**src/rtl/lbp_engine_param.sv**
```systemverilog
// Local-binary-pattern engine: raster scan of a 2^W_LOG2 x 2^H_LOG2 gray image, one code per pixel.
// Optional macro LBP_UNIFORM_EN selects the rotation-invariant uniform code instead of the raw code.
module lbp_engine_param #(
  parameter int unsigned W_LOG2       = 7,
  parameter int unsigned H_LOG2       = 7,
  parameter int unsigned DATA_W       = 8,
  parameter int unsigned BORDER_WRITE = 1,
  localparam int unsigned ADDR_W      = W_LOG2 + H_LOG2
) (
  input  logic              clk,
  input  logic              reset,
  input  logic              gray_ready,
  output logic              gray_req,
  output logic [ADDR_W-1:0] gray_addr,
  input  logic [DATA_W-1:0] gray_data,
  output logic              lbp_valid,
  input  logic              lbp_ready,
  output logic [ADDR_W-1:0] lbp_addr,
  output logic [7:0]        lbp_data,
  output logic              finish
);

  typedef enum logic [2:0] {
    StIdle, StScan, StFill, StSlide, StCalc, StWrite, StDone
  } state_e;

  state_e            state_q;
  logic [H_LOG2-1:0] row_q;
  logic [W_LOG2-1:0] col_q;
  logic [3:0]        idx_q;
  logic [3:0]        cap_idx_q;
  logic              cap_vld_q;
  logic [DATA_W-1:0] win_q   [9];
  logic [DATA_W-1:0] win_cur [9];
  logic [7:0]        raw_code;
  logic [7:0]        code;
  logic              is_border;
  logic              is_last;
  logic [3:0]        idx_next;

  assign is_border = (row_q == '0) || (row_q == '1) || (col_q == '0) || (col_q == '1);
  assign is_last   = (row_q == '1) && (col_q == '1);
  // FILL walks g0..g8 one by one; SLIDE only fetches the right column (g2, g5, g8).
  assign idx_next  = idx_q + ((state_q == StFill) ? 4'd1 : 4'd3);

  // Address of window element idx (row-major 3x3) around centre (r, c).
  function automatic logic [ADDR_W-1:0] win_addr(input logic [H_LOG2-1:0] r,
                                                 input logic [W_LOG2-1:0] c,
                                                 input logic [3:0]        idx);
    logic [1:0]        dr;
    logic [1:0]        dc;
    logic [H_LOG2-1:0] ar;
    logic [W_LOG2-1:0] ac;
    case (idx)
      4'd0, 4'd1, 4'd2: dr = 2'd0;
      4'd3, 4'd4, 4'd5: dr = 2'd1;
      default:          dr = 2'd2;
    endcase
    case (idx)
      4'd0, 4'd3, 4'd6: dc = 2'd0;
      4'd1, 4'd4, 4'd7: dc = 2'd1;
      default:          dc = 2'd2;
    endcase
    ar = r + H_LOG2'(dr) - H_LOG2'(1);
    ac = c + W_LOG2'(dc) - W_LOG2'(1);
    return {ar, ac};
  endfunction

  // Window as seen this cycle, including the read returning now.
  always_comb begin
    win_cur = win_q;
    if (cap_vld_q) win_cur[cap_idx_q] = gray_data;
    raw_code[0] = win_cur[0] >= win_cur[4];
    raw_code[1] = win_cur[1] >= win_cur[4];
    raw_code[2] = win_cur[2] >= win_cur[4];
    raw_code[3] = win_cur[3] >= win_cur[4];
    raw_code[4] = win_cur[5] >= win_cur[4];
    raw_code[5] = win_cur[6] >= win_cur[4];
    raw_code[6] = win_cur[7] >= win_cur[4];
    raw_code[7] = win_cur[8] >= win_cur[4];
  end

`ifdef LBP_UNIFORM_EN
  logic [7:0] ring;
  logic [7:0] trans;
  logic [3:0] n_ones;
  logic [3:0] n_trans;

  // Ring order g0,g1,g2,g5,g8,g7,g6,g3 mapped onto raw code bits.
  always_comb begin
    ring    = {raw_code[3], raw_code[5], raw_code[6], raw_code[7],
               raw_code[4], raw_code[2], raw_code[1], raw_code[0]};
    trans   = ring ^ {ring[0], ring[7:1]};
    n_ones  = '0;
    n_trans = '0;
    for (int i = 0; i < 8; i++) begin
      n_ones  = n_ones + {3'b000, ring[i]};
      n_trans = n_trans + {3'b000, trans[i]};
    end
    code = (n_trans <= 4'd2) ? {4'b0000, n_ones} : 8'd9;
  end
`else
  assign code = raw_code;
`endif

  always_ff @(posedge clk or posedge reset) begin
    if (reset) begin
      state_q   <= StIdle;
      row_q     <= '0;
      col_q     <= '0;
      idx_q     <= '0;
      cap_idx_q <= '0;
      cap_vld_q <= 1'b0;
      win_q     <= '{default: '0};
      gray_req  <= 1'b0;
      gray_addr <= '0;
      lbp_valid <= 1'b0;
      lbp_addr  <= '0;
      lbp_data  <= '0;
      finish    <= 1'b0;
    end else begin
      cap_vld_q <= gray_req;
      cap_idx_q <= idx_q;
      win_q     <= win_cur;
      case (state_q)
        StIdle: begin
          if (gray_ready) state_q <= StScan;
        end
        StScan: begin
          if (is_border) begin
            if (BORDER_WRITE != 0) begin
              lbp_valid <= 1'b1;
              lbp_addr  <= {row_q, col_q};
              lbp_data  <= '0;
              state_q   <= StWrite;
            end else if (is_last) begin
              finish  <= 1'b1;
              state_q <= StDone;
            end else begin
              {row_q, col_q} <= {row_q, col_q} + ADDR_W'(1);
            end
          end else if (col_q == W_LOG2'(1)) begin
            idx_q     <= 4'd0;
            gray_req  <= 1'b1;
            gray_addr <= win_addr(row_q, col_q, 4'd0);
            state_q   <= StFill;
          end else begin
            win_q[0]  <= win_q[1];
            win_q[1]  <= win_q[2];
            win_q[3]  <= win_q[4];
            win_q[4]  <= win_q[5];
            win_q[6]  <= win_q[7];
            win_q[7]  <= win_q[8];
            idx_q     <= 4'd2;
            gray_req  <= 1'b1;
            gray_addr <= win_addr(row_q, col_q, 4'd2);
            state_q   <= StSlide;
          end
        end
        StFill, StSlide: begin
          if (idx_q == 4'd8) begin
            gray_req <= 1'b0;
            state_q  <= StCalc;
          end else begin
            idx_q     <= idx_next;
            gray_addr <= win_addr(row_q, col_q, idx_next);
          end
        end
        StCalc: begin
          lbp_valid <= 1'b1;
          lbp_addr  <= {row_q, col_q};
          lbp_data  <= code;
          state_q   <= StWrite;
        end
        StWrite: begin
          if (lbp_ready) begin
            lbp_valid <= 1'b0;
            if (is_last) begin
              finish  <= 1'b1;
              state_q <= StDone;
            end else begin
              {row_q, col_q} <= {row_q, col_q} + ADDR_W'(1);
              state_q        <= StScan;
            end
          end
        end
        StDone: begin
          state_q <= StDone;
        end
        default: state_q <= StIdle;
      endcase
    end
  end

endmodule
```
**config.mk**
```make
export PLATFORM = sky130hd
export DESIGN_NAME = lbp_engine_param
export DESIGN_NICKNAME = d
export VERILOG_FILES = /design/src/rtl/lbp_engine_param.sv
export SDC_FILE = /design/constraint.sdc
export NUM_CORES = 1
export LEC_CHECK = 0
export BUFFER_PORTS_ARGS = -buffer_cell sky130_fd_sc_hd__buf_2
export CORE_MARGIN = 5
export CORE_UTILIZATION = 55
export CTS_BUF_LIST = sky130_fd_sc_hd__clkbuf_4
export CTS_CLUSTER_DIAMETER = 100
export DETAILED_ROUTE_END_ITERATION = 12
export GPL_TIMING_DRIVEN = 0
export PLACE_DENSITY = 0.73
export SLEW_MARGIN = 0
export SYNTH_ARGS = -nofsm -noshare
export SYNTH_HDL_FRONTEND = slang
export SYNTH_SLANG_ARGS = --single-unit
export TNS_END_PERCENT = 10
```
**constraint.sdc**
```tcl
create_clock -name clk -period 4.8 [get_ports clk]
set_clock_uncertainty 0.15 [all_clocks]
set_input_delay 0.24 -clock clk [delete_from_list [all_inputs] [get_ports clk]]
set_output_delay 0.24 -clock clk [all_outputs]
set_load 0.02 [all_outputs]
```
==> results.sh <==
export IMPL_fin_crit_ns=4.469
export IMPL_yosys_area_share_simple=0.1044
export IMPL_synth_area_leaders="dfrtp_1, ha_1, mux2_2, mux2_4, a21oi_1"
export IMPL_max_stage_delay_ns=0.50
export IMPL_finalPower_mw=6.783
export IMPL_clkSlewWorstSetupHoldPaths_ns=0.12
export IMPL_clockBufferDepth=2
export IMPL_ys_flop_type="dfrtp_1"
export IMPL_dr_first_iter_drc_count=412
export IMPL_overflow=0
export IMPL_rsz0062_at_grt="false"
export IMPL_stdcell_count=1084
export IMPL_synth_enable_flop_cells=0
export IMPL_ctsRootBufferMaster="clkbuf_4"
export IMPL_hold_class="input port to flip-flop"
export IMPL_setup_viol=0
export IMPL_antenna_found_initial=0
export IMPL_clock_latency_ns=0.55
export IMPL_clock_sinks=137
export IMPL_synth_seq_cells=137
export IMPL_fin_tns_setup_ns=0
export IMPL_status="complete, no violations"
export IMPL_chipHeight_um=135.4
export IMPL_numPortBuffers=49
export IMPL_cp_end_kind="flip-flop"
export IMPL_ioPinCount=51
export IMPL_route_detailed_drc=0
export IMPL_yosysTopAreaCell="dfrtp_1"
export IMPL_grt_max_degree=73
export IMPL_globalplace_congestion=0.8633
export IMPL_design_core_area_um2=15310
export IMPL_wl_um=20030
export IMPL_place_area_um2=9194
export IMPL_power_frac_seq=0.284
export IMPL_maxSlewViolCount=0
export IMPL_vias_per_cell=5.812
export IMPL_cts_tree="yes"
export IMPL_cts_htree_levels=4
export IMPL_p_leak_nw=4.555
export IMPL_num_rows=45
export IMPL_post_cts_setup_buffer_count=0
export IMPL_yosysTopAreaCellShare=0.3962
export IMPL_synth_compound_area_share=0.1063
export IMPL_num_antenna_cells=0
export IMPL_syn_area_per_cell_um2=11.05
export IMPL_cap_violations=0
export IMPL_muxShareOfSynthArea=0.1724
export IMPL_power_density_nw_per_um2=712.2
export IMPL_grtUsageTotal=0.2284
export IMPL_ys_seq_area_frac=0.3962
export IMPL_maxClockFrequency_mhz=223.8
export IMPL_routedWlPerCell_um=18.48
export IMPL_synth_xor_area_share=0.02936
export IMPL_area_growth_pct=10.08
export IMPL_yosysWarnings=0
export IMPL_yosysMostFrequentCell="dfrtp_1"
export IMPL_crit_chain="nor2b_1 -> buf_2 -> clkbuf_4 -> nand2b_1 -> fa_1 -> xor2_2 -> mux2i_1 -> a21boi_2 -> ha_1 -> inv_1 -> ha_1 -> a21oi_1 -> o21ai_0 -> a221o_1 -> or3_1 -> a31oi_1"
export IMPL_dieArea_um2=18340
export IMPL_vdd_drop_max_mv=0.3820
export IMPL_layout_nets=978
export IMPL_critical_path_class="flip-flop to flip-flop"
export IMPL_num_vias=6300
export IMPL_worst_pin_slew_ns=1.231
export IMPL_drive_gt1_frac=0.2360
export IMPL_synth_commonest_cells="dfrtp_1, ha_1, mux2_2"
export IMPL_fin_crit_sh=0.9310
export IMPL_final_util=0.6219
export IMPL_synth_top_family_by_area="multiplexers"
export IMPL_crit_top_cell="ha_1"
export IMPL_critPathLaunchType="flip-flop"
export IMPL_grt_pass1_vias=6550
export IMPL_initial_utilization=0.5650
export IMPL_crit_required_ns=5.11
export IMPL_power_share_combinational=0.622
export IMPL_hold_viol_final=0
export IMPL_placedCellCount=1044
export IMPL_dr_pass1_iters=7
export IMPL_synth_area_um2=8652
export IMPL_synth_async_sr_flop_share=1.000
export IMPL_synthCells=783
export IMPL_power_internal_mw=3.855
export IMPL_die_x_um=135.4
export IMPL_max_slew_margin=0.1556
export IMPL_clkPwrFrac=0.094
export IMPL_syn_num_nets=901
export IMPL_worstPathMaxFanout=13
export IMPL_switching_share=0.4316
export IMPL_grt_pass1_wl_um=32880
export IMPL_drtAntennaViolNets=0
export IMPL_net_switching_power_mw=2.928
export IMPL_synthDistinctLibCells=54
export IMPL_cts_made_buffers=17
export IMPL_post_route_cell_area_um2=9524
export IMPL_dp_final_hpwl_um=14400
export IMPL_synthAdderAreaFrac=0.1559
export IMPL_critPathSlowestCell="dfrtp_2"
export IMPL_worstPathArrival_ns=4.78
==> cell type report <==
class                      count  area, µm²
fill                        1266       5791
timing repair buffer          59      362.8
tap                          211      264.0
clock inverter                10      55.05
multi-input combinational    587       4936
sequential                   137       3430
clock buffer                  22      165.2
buffer                        27      190.2
inverter                      31      121.4
==> critical path, delay by kind of cell (launching register included) <==
kind	cells	cell delay, ns
AOI/OAI and AO/OA	5	0.98
xor gates and xnor gates	1	0.29
adders and majority gates	3	0.96
buffers and inverters	3	0.58
DFF	1	0.50
muxes	1	0.30
and+or+nand+nor	3	0.62
==> flip-flops by register name (all words and copies together), names as in the netlist, 4 cells and up <==
| signal | cells |
|---|---|
| win_q | 72 |
| gray_addr | 14 |
| lbp_addr | 14 |
| lbp_data | 8 |
| col_q | 7 |
| row_q | 7 |
| cap_idx_q | 4 |
| idx_q | 4 |
==> routing by layer <==
layer / vias to the layer above / wire length (µm) / GRT usage
met5: - / 0 / 0
met4: 0 / 424 / 0.07503
met3: 35 / 846 / 0.04792
met2: 157 / 10130 / 0.4060
met1: 3142 / 8629 / 0.2760
li1: 2966 / - / -
==> cells by family (layout without fill, tap and decap cells) <==
group | after synthesis | count (layout)
buffers and inverters | 59 | 149
XOR/XNOR | 29 | 29
flip-flops | 137 | 137
AND/OR/NAND/NOR | 178 | 178
adder cells (fa/ha/maj) | 106 | 106
multiplexers | 123 | 123
AO/OA/AOI/OAI | 151 | 151
==> layout by cell type, fill, tap and decap left out, types with 30 or more instances in the layout <==
cell and n:
nand2_1 50, mux2_2 68, mux2_4 35, nor2_1 44
buf_2 54, o21ai_0 48, ha_1 103, a21oi_1 51
inv_1 30, dfrtp_1 136
==> through the flow <==
step	setup slack (ns)	hold WS [ns]
2_1_floorplan	0.5710	0.2538
3_3_place_gp	-0.7834	0.2811
3_5_place_dp	-0.3381	0.2293
4_1_cts	0.1553	0.03468
5_1_grt	0.01959	0.06117
6_report	0.3313	0.08280
==> worst paths after layout <==
check                                         from                       end  slack, ns  cells past startpoint
hold reg to reg            lbp_addr[5]$_DFFE_PP0P_   lbp_addr[5]$_DFFE_PP0P_       0.33                      2
max in group asynchronous                    reset      idx_q[2]$_DFFE_PP0P_       3.56                      4
min in group asynchronous                    reset       win_q[55]$_DFF_PP0_       0.18                      3
setup / recovery            state_q[1]$_DFFE_PP0P_  gray_addr[6]$_DFFE_PP0P_       0.33                     16
setup reg to reg            state_q[1]$_DFFE_PP0P_  gray_addr[6]$_DFFE_PP0P_       0.33                     16
hold / removal                        gray_data[0]       win_q[64]$_DFF_PP0_       0.08                      3
==> power by group through the flow <==
stage,Combinational (mW),Clock [mW],Sequential [mW]
6_report,4.22,0.639,1.93
5_1_grt,4.70,0.710,1.99
4_1_cts,4.20,0.655,1.92
3_5_place_dp,4.17,0,1.94
3_3_place_gp,3.97,0,1.91
2_1_floorplan,3.06,0,2.01
==> timing repair <==
item	CTS	global route
setup endpoints to repair	5	4
resized for setup	3	5
hold endpoints to repair	89	0
hold buffers	9	0
pin swaps	0	1
Note: power is estimated with default switching activity, not from simulation.
